**src/rtl/npu_pkg.sv**
```systemverilog
// npu_pkg: shared types and constants for the NPU activation/accumulator datapath.
// Data and accumulator widths come from `DATA_WIDTH / `ACC_WIDTH (default 8 / 16).
`ifndef DATA_WIDTH
`define DATA_WIDTH 8
`endif
`ifndef ACC_WIDTH
`define ACC_WIDTH 16
`endif

package npu_pkg;

    localparam int DATA_W = `DATA_WIDTH;
    localparam int ACC_W  = `ACC_WIDTH;

    // Default dequantizer configuration field widths; the block parameters
    // default to these so the config struct and the ports line up.
    localparam int DQ_SCALE_W = 8;
    localparam int DQ_SHIFT_W = 3;

    typedef logic signed [DATA_W-1:0] data_t;
    typedef logic signed [ACC_W-1:0]  acc_t;

    typedef struct packed {
        data_t                 zero_point;
        logic [DQ_SCALE_W-1:0] scale;
        logic [DQ_SHIFT_W-1:0] shift;
    } dequant_cfg_t;

    localparam acc_t ACC_MAX = acc_t'({1'b0, {(ACC_W-1){1'b1}}});
    localparam acc_t ACC_MIN = acc_t'({1'b1, {(ACC_W-1){1'b0}}});

    // Identity transform: zero point 0, scale 1, no shift.
    localparam dequant_cfg_t DEQUANT_CFG_RST = '{
        zero_point: '0,
        scale:      DQ_SCALE_W'(1),
        shift:      '0
    };

endpackage

```
**src/rtl/sat_clip.sv**
```systemverilog
// sat_clip: clamps a wide signed value into the signed accumulator range and
// flags when clamping happened. Shared by the quantizer and dequantizer paths.
module sat_clip
    import npu_pkg::*;
#(
    parameter int IN_WIDTH = 24
) (
    input  logic signed [IN_WIDTH-1:0] din,
    output logic signed [ACC_W-1:0]    dout,
    output logic                       clip
);

    // Accumulator limits sign-extended to the input width for a signed compare.
    localparam logic signed [IN_WIDTH-1:0] WIDE_MAX = IN_WIDTH'(ACC_MAX);
    localparam logic signed [IN_WIDTH-1:0] WIDE_MIN = IN_WIDTH'(ACC_MIN);

    // Pass in-range values through unchanged, otherwise pin to the nearest limit.
    always_comb begin
        // NOTE: every output gets a default first so no path leaves it unassigned (no latch).
        dout = din[ACC_W-1:0];
        clip = 1'b0;
        if (din > WIDE_MAX) begin
            dout = ACC_MAX;
            clip = 1'b1;
        end else if (din < WIDE_MIN) begin
            dout = ACC_MIN;
            clip = 1'b1;
        end
    end

endmodule

```
**src/rtl/dequantizer_stream.sv**
```systemverilog
// dequantizer_stream: two-stage valid/ready pipeline computing
//   out = sat_ACC(((in - zero_point) * scale) << shift)
// Stage 1 registers the zero-point-corrected difference plus a per-beat snapshot
// of scale/shift; stage 2 multiplies, shifts at full width and saturates.
// Optional: define DEQUANT_SAT_COUNT_EN to add the sat_count/sat_clr clip counter.
module dequantizer_stream
    import npu_pkg::*;
#(
    parameter int SCALE_WIDTH = DQ_SCALE_W,
    parameter int SHIFT_WIDTH = DQ_SHIFT_W
) (
    input  logic                     clk,
    input  logic                     rst,
    input  logic                     cfg_we,
    input  logic signed [DATA_W-1:0] cfg_zero_point,
    input  logic [SCALE_WIDTH-1:0]   cfg_scale,
    input  logic [SHIFT_WIDTH-1:0]   cfg_shift,
    input  logic                     in_valid,
    output logic                     in_ready,
    input  logic signed [DATA_W-1:0] in_data,
    output logic                     out_valid,
    input  logic                     out_ready,
    output logic signed [ACC_W-1:0]  out_data,
    output logic                     out_sat
`ifdef DEQUANT_SAT_COUNT_EN
    ,
    output logic [15:0]              sat_count,
    input  logic                     sat_clr
`endif
);

    localparam int DIFF_W = DATA_W + 1;
    localparam int PROD_W = DIFF_W + SCALE_WIDTH;
    // Wide enough that the largest shift cannot overflow before saturation.
    localparam int WIDE_W = PROD_W + (1 << SHIFT_WIDTH) - 1;

    dequant_cfg_t cfg;

    logic s1_valid;
    logic s2_valid;
    logic s1_advance;
    logic in_fire;

    logic signed [DIFF_W-1:0] s1_diff;
    logic [SCALE_WIDTH-1:0]   s1_scale;
    logic [SHIFT_WIDTH-1:0]   s1_shift;

    logic signed [PROD_W-1:0] prod;
    logic signed [WIDE_W-1:0] shifted;
    logic signed [ACC_W-1:0]  clipped;
    logic                     clip;

    // Handshake: stage 1 moves when stage 2 is empty or draining this cycle.
    assign s1_advance = !s2_valid || out_ready;
    assign in_ready   = !s1_valid || s1_advance;
    assign in_fire    = in_valid && in_ready;
    assign out_valid  = s2_valid;

    // Stage 2 arithmetic: scale is unsigned, so it is zero-extended before the signed multiply.
    assign prod    = PROD_W'(s1_diff) * PROD_W'($signed({1'b0, s1_scale}));
    assign shifted = WIDE_W'(prod) <<< s1_shift;

    sat_clip #(
        .IN_WIDTH (WIDE_W)
    ) u_sat_clip (
        .din  (shifted),
        .dout (clipped),
        .clip (clip)
    );

    // Live configuration register; a beat accepted on the same edge already captured the old value.
    always_ff @(posedge clk) begin
        // NOTE: sequential state uses non-blocking assignments so every flop samples pre-edge values.
        if (rst) begin
            cfg <= DEQUANT_CFG_RST;
        end else if (cfg_we) begin
            cfg.zero_point <= cfg_zero_point;
            cfg.scale      <= cfg_scale;
            cfg.shift      <= cfg_shift;
        end
    end

    // Valid bits for both stages; reset drops anything in flight.
    always_ff @(posedge clk) begin
        if (rst) begin
            s1_valid <= 1'b0;
            s2_valid <= 1'b0;
        end else begin
            if (in_ready) begin
                s1_valid <= in_valid;
            end
            if (s1_advance) begin
                s2_valid <= s1_valid;
            end
        end
    end

    // Stage 1 payload: difference and per-beat config snapshot.
    always_ff @(posedge clk) begin
        // NOTE: payload flops carry no reset; their contents only matter while s1_valid is set.
        if (in_fire) begin
            s1_diff  <= DIFF_W'(in_data) - DIFF_W'(cfg.zero_point);
            s1_scale <= cfg.scale;
            s1_shift <= cfg.shift;
        end
    end

    // Stage 2 output register; held while the consumer stalls.
    always_ff @(posedge clk) begin
        if (rst) begin
            out_data <= '0;
            out_sat  <= 1'b0;
        end else if (s1_advance && s1_valid) begin
            out_data <= clipped;
            out_sat  <= clip;
        end
    end

`ifdef DEQUANT_SAT_COUNT_EN
    // Count clipped output transfers, sticking at all-ones; clear has priority.
    always_ff @(posedge clk) begin
        if (rst || sat_clr) begin
            sat_count <= '0;
        end else if (s2_valid && out_ready && out_sat && (sat_count != 16'hFFFF)) begin
            sat_count <= sat_count + 16'd1;
        end
    end
`endif

endmodule

```
**config.mk**
```make
export PLATFORM = sky130hd
export DESIGN_NAME = dequantizer_stream
export DESIGN_NICKNAME = d
export VERILOG_FILES = /design/src/rtl/npu_pkg.sv /design/src/rtl/sat_clip.sv /design/src/rtl/dequantizer_stream.sv
export SDC_FILE = /design/constraint.sdc
export NUM_CORES = 1
export LEC_CHECK = 0
export ABC_AREA = 0
export CORE_MARGIN = 4
export CORE_UTILIZATION = 60
export DETAILED_ROUTE_END_ITERATION = 7
export HOLD_SLACK_MARGIN = 0.1
export PLACE_DENSITY = 0.82
export SYNTH_ARGS = -nofsm -noshare
export SYNTH_HDL_FRONTEND = slang
export SYNTH_SLANG_ARGS = --single-unit
```
**constraint.sdc**
```tcl
create_clock -name clk -period 6.4 [get_ports clk]
set_clock_uncertainty 0.05 [all_clocks]
set_input_delay 1.6 -clock clk [delete_from_list [all_inputs] [get_ports clk]]
set_output_delay 1.6 -clock clk [all_outputs]
set_load 0.01 [all_outputs]
```
==> flow_summary_export.csv <==
group,metric,value,unit
status,outcome,"finished clean",
cts,worstSkewPairLatency,0.34,ns
drt,drt_first_pass_iters,5,
drt,drt.antenna.violating_nets,0,
cts,clk_sinks,58,
cts,ctsRootBufferMaster,"sky130_fd_sc_hd__clkbuf_8",
logic_synthesis,async_flop_share,0,%
global_routing,via_count_of_the_first_global_routing_pass,4808,
die,die_area,11600,µm²
critical_path,endpoint_class_of_the_critical_path,"register",
place,place_ws,0.301,ns
place,dp_hpwl,11000,µm
die,core-area,9730,µm²
logic_synthesis,synth.yosys.warnings,0,
place,port_buffers,50,
final_layout,antenna_cells,0,
logic_synthesis,netlist_area,5940,µm²
global_routing,grt_antenna_before_repair,0,
drt,routed_wl,13500,µm
global_routing,grt_use_total,25.2,%
drt,met3_length,990,µm
logic_synthesis,synth.ff_latch_count,58,
sta,finalHoldViolations,0,
logic_synthesis,yosys.area.top_type,"sky130_fd_sc_hd__fa_1",
drt,dr.first_iter.drc_count,271,
die,initial_utilization,61.1,%
sta,tmin_final,6.02,ns
logic_synthesis,yosys.area.top_type_share,19.9,%
final_layout,layout.nets,814,
critical_path,worst_r2r_path_depth,17,
cts,clock_path_buffers,2,
sta,layout_worst_path_cycle_share,94.0,%
drt,drcViolationCount,0,
drt,m1WireLength,5780,µm
cts,clock_tree.htree_level_count,3,
pwr,ir_drop,0.354,mV
logic_synthesis,yosys-top-cells-area,"sky130_fd_sc_hd__fa_1 (20%), sky130_fd_sc_hd__dfxtp_1 (13%), sky130_fd_sc_hd__edfxtp_1 (10%)",
sta,worst_slew_margin_rel,24.7,%
logic_synthesis,avgSynthCellArea,9.20,µm²
sta,setup_total_negative_slack,0,ns
die,boundaryPins,51,
die,die_w,108,µm
die,die-height,108,µm
cts,cts_tree,"done",
place,final_wtd_congestion,0.962,
drt,route.vias.total,4722,
pwr,power_per_cell_area,560,nW/µm²
critical_path,start_kind,"register",
sta,max_slew.worst_pin.slew,1.13,ns
die,placementRows,36,
drt,detail_route.wl_per_cell,16.4,µm
critical_path,worst-path-max-fanout,13,
pwr,p_total,3.76,mW
sta,max_clock_freq,0.166,GHz
logic_synthesis,synthesis.nets,778,
pwr,leakage,3.05,nW
drt,met2_wirelength,6480,µm
hold_path,timing.hold.worst.class,"reg2reg",
critical_path,required_time_reported_for_the_critical_path_endpoint,6.58,ns
sta,final_critical_path_setup_slack,0.384,ns
global_routing,grt_first_pass_wirelength,22900,µm
global_routing,largest_net_degree_at_the_start_of_global_routing,31,
hold_path,whs_path_depth,0,
drt,maxUsedRoutingLayer,"met4",
critical_path,cp_data_arrival_time,6.19,ns
global_routing,grt-ovfl-total,0,
drt,routed_via_density,5.76,
sta,maxSlewViolCount,0,
final_layout,nFillCells,777,
cts,clk_transition_reported_paths,0.07,ns
logic_synthesis,synth_edf_count,20,
cts,number_of_clock_buffers_inserted_by_tritoncts,9,
place,postPlaceCellArea,6490,µm²
logic_synthesis,postSynthCellCount,646,
logic_synthesis,ys_top_cells_by_count,"sky130_fd_sc_hd__inv_1 (98), sky130_fd_sc_hd__fa_1 (59), sky130_fd_sc_hd__nand2_1 (58)",
final_layout,areaGrowthSynthToFinish,13.0,%
sta,report.final.setup_viol,0,
final_layout,drive_gt1_share,6.11,%
logic_synthesis,top_count_cell_post_synth,"sky130_fd_sc_hd__inv_1",
final_layout,post-route-cell-area,6720,µm²
logic_synthesis,synth-main-ff-cell,"sky130_fd_sc_hd__dfxtp_1",
critical_path,criticalPathCategory,"reg2reg",
job,maxCapViolations,0,
logic_synthesis,synth-seq-area-share,22.9,%
logic_synthesis,post_synthesis_cell_type_count,61,
==> layer usage <==
metal / track usage, % / vias up
li1: - / 2261
met1: 33.2 / 2291
met2: 41.5 / 148
met3: 6.42 / 22
met4: 6.85 / 0
met5: 0 / -
==> critical path: stages (launching register included) <==
cell	delay, ns
sky130_fd_sc_hd__edfxtp_1	0.50
sky130_fd_sc_hd__and2_1	0.25
sky130_fd_sc_hd__fa_1	0.61
sky130_fd_sc_hd__inv_1	0.13
sky130_fd_sc_hd__fa_1	0.57
sky130_fd_sc_hd__inv_1	0.06
sky130_fd_sc_hd__fa_1	0.51
sky130_fd_sc_hd__fa_1	0.50
sky130_fd_sc_hd__ha_1	0.56
sky130_fd_sc_hd__nor2b_1	0.25
sky130_fd_sc_hd__o211ai_1	0.12
sky130_fd_sc_hd__a31o_2	0.25
sky130_fd_sc_hd__and4_1	0.20
sky130_fd_sc_hd__a311oi_1	0.29
sky130_fd_sc_hd__o2111ai_1	0.18
sky130_fd_sc_hd__a32oi_2	0.37
sky130_fd_sc_hd__o211ai_1	0.17
sky130_fd_sc_hd__a311oi_1	0.32
==> sequential cells by signal, summed over array words and instances (netlist names) <==
name       count
s1_scale       8
out_sat        1
out_data      16
s1_diff        9
s1_shift       3
cfg           19
s1_valid       1
out_valid      1
==> cell type report <==
type	count	area, µm²	area share [%]
inverters	98	368	5.48
multi-input cells	461	4090	60.9
repair buffers	54	528	7.86
clock buffers	9	124	1.84
clock inverters	7	77.6	1.15
flip-flops and latches	58	1360	20.3
well taps	133	166	2.48
==> what timing repair did <==
action                     4_1_cts  5_1_grt
setup endpoints to repair        0       15
hold buffers                     0        0
resized for setup                0        4
setup buffers                    0        2
==> stage by stage <==
step	cells	utilization (%)	hold slack, ns
2_1_floorplan	646	-	0.351
3_3_place_gp	802	66.7	0.358
3_5_place_dp	802	66.7	0.358
4_1_cts	818	68.8	0.385
5_1_grt	820	69.0	0.394
6_report	820	69.0	0.383
==> cell families (layout without fill, tap and decap cells) <==
family | Yosys count | count (layout) | share of synthesized area [%]
buffers and inverters | 127 | 168 | 8.51
adder cells (fa/ha/maj) | 100 | 100 | 28.5
AO/OA/AOI/OAI | 120 | 120 | 15.6
XOR/XNOR | 18 | 18 | 2.78
flip-flops | 58 | 58 | 22.9
AND/OR/NAND/NOR | 191 | 191 | 16.3
multiplexers | 32 | 32 | 5.47
==> cells in the final DEF, fill, tap and decap left out, types with 3 or more instances in the layout <==
cell and instances:
sky130_fd_sc_hd__fa_1 59, sky130_fd_sc_hd__and3_1 5, sky130_fd_sc_hd__clkdlybuf4s50_1 50, sky130_fd_sc_hd__a31oi_1 4
sky130_fd_sc_hd__inv_1 98, sky130_fd_sc_hd__mux2_2 4, sky130_fd_sc_hd__a21o_1 9, sky130_fd_sc_hd__buf_4 3
sky130_fd_sc_hd__a22o_1 13, sky130_fd_sc_hd__a211oi_1 4, sky130_fd_sc_hd__ha_1 40, sky130_fd_sc_hd__o221ai_1 3
sky130_fd_sc_hd__nand4_1 6, sky130_fd_sc_hd__nand3_1 6, sky130_fd_sc_hd__nand2_1 58, sky130_fd_sc_hd__xor2_1 7
sky130_fd_sc_hd__o21ai_1 4, sky130_fd_sc_hd__a2111o_1 3, sky130_fd_sc_hd__nor2b_1 9, sky130_fd_sc_hd__clkbuf_8 9
sky130_fd_sc_hd__xnor2_1 10, sky130_fd_sc_hd__nor2_1 42, sky130_fd_sc_hd__o211ai_1 14, sky130_fd_sc_hd__nor3_1 4
sky130_fd_sc_hd__o31ai_1 4, sky130_fd_sc_hd__a211oi_2 3, sky130_fd_sc_hd__edfxtp_1 20, sky130_fd_sc_hd__o21ai_0 11
sky130_fd_sc_hd__a311oi_1 4, sky130_fd_sc_hd__mux2i_1 28, sky130_fd_sc_hd__and2_1 45, sky130_fd_sc_hd__a211o_1 3
sky130_fd_sc_hd__a21oi_1 16, sky130_fd_sc_hd__nand2b_1 5, sky130_fd_sc_hd__o2111ai_1 4, sky130_fd_sc_hd__dfxtp_1 38
==> path summary, 6_finish.rpt <==
check	startpoint	end	slack, ns
hold / removal	cfg[3]	s1_scale[0]	0.38
hold reg to reg	cfg[3]	s1_scale[0]	0.38
setup reg to reg	s1_diff[8]	out_data[7]	0.38
setup / recovery	s1_diff[8]	out_data[7]	0.38
==> report_power, final <==
part | switching, mW | leakage [nW] | internal, mW
sequential | 0.0434 | 0.512 | 0.427
clock | 0.158 | 0.0964 | 0.182
combinational | 1.74 | 2.44 | 1.20
total | 1.95 | 3.05 | 1.81
(Power assumes the default switching activity.)
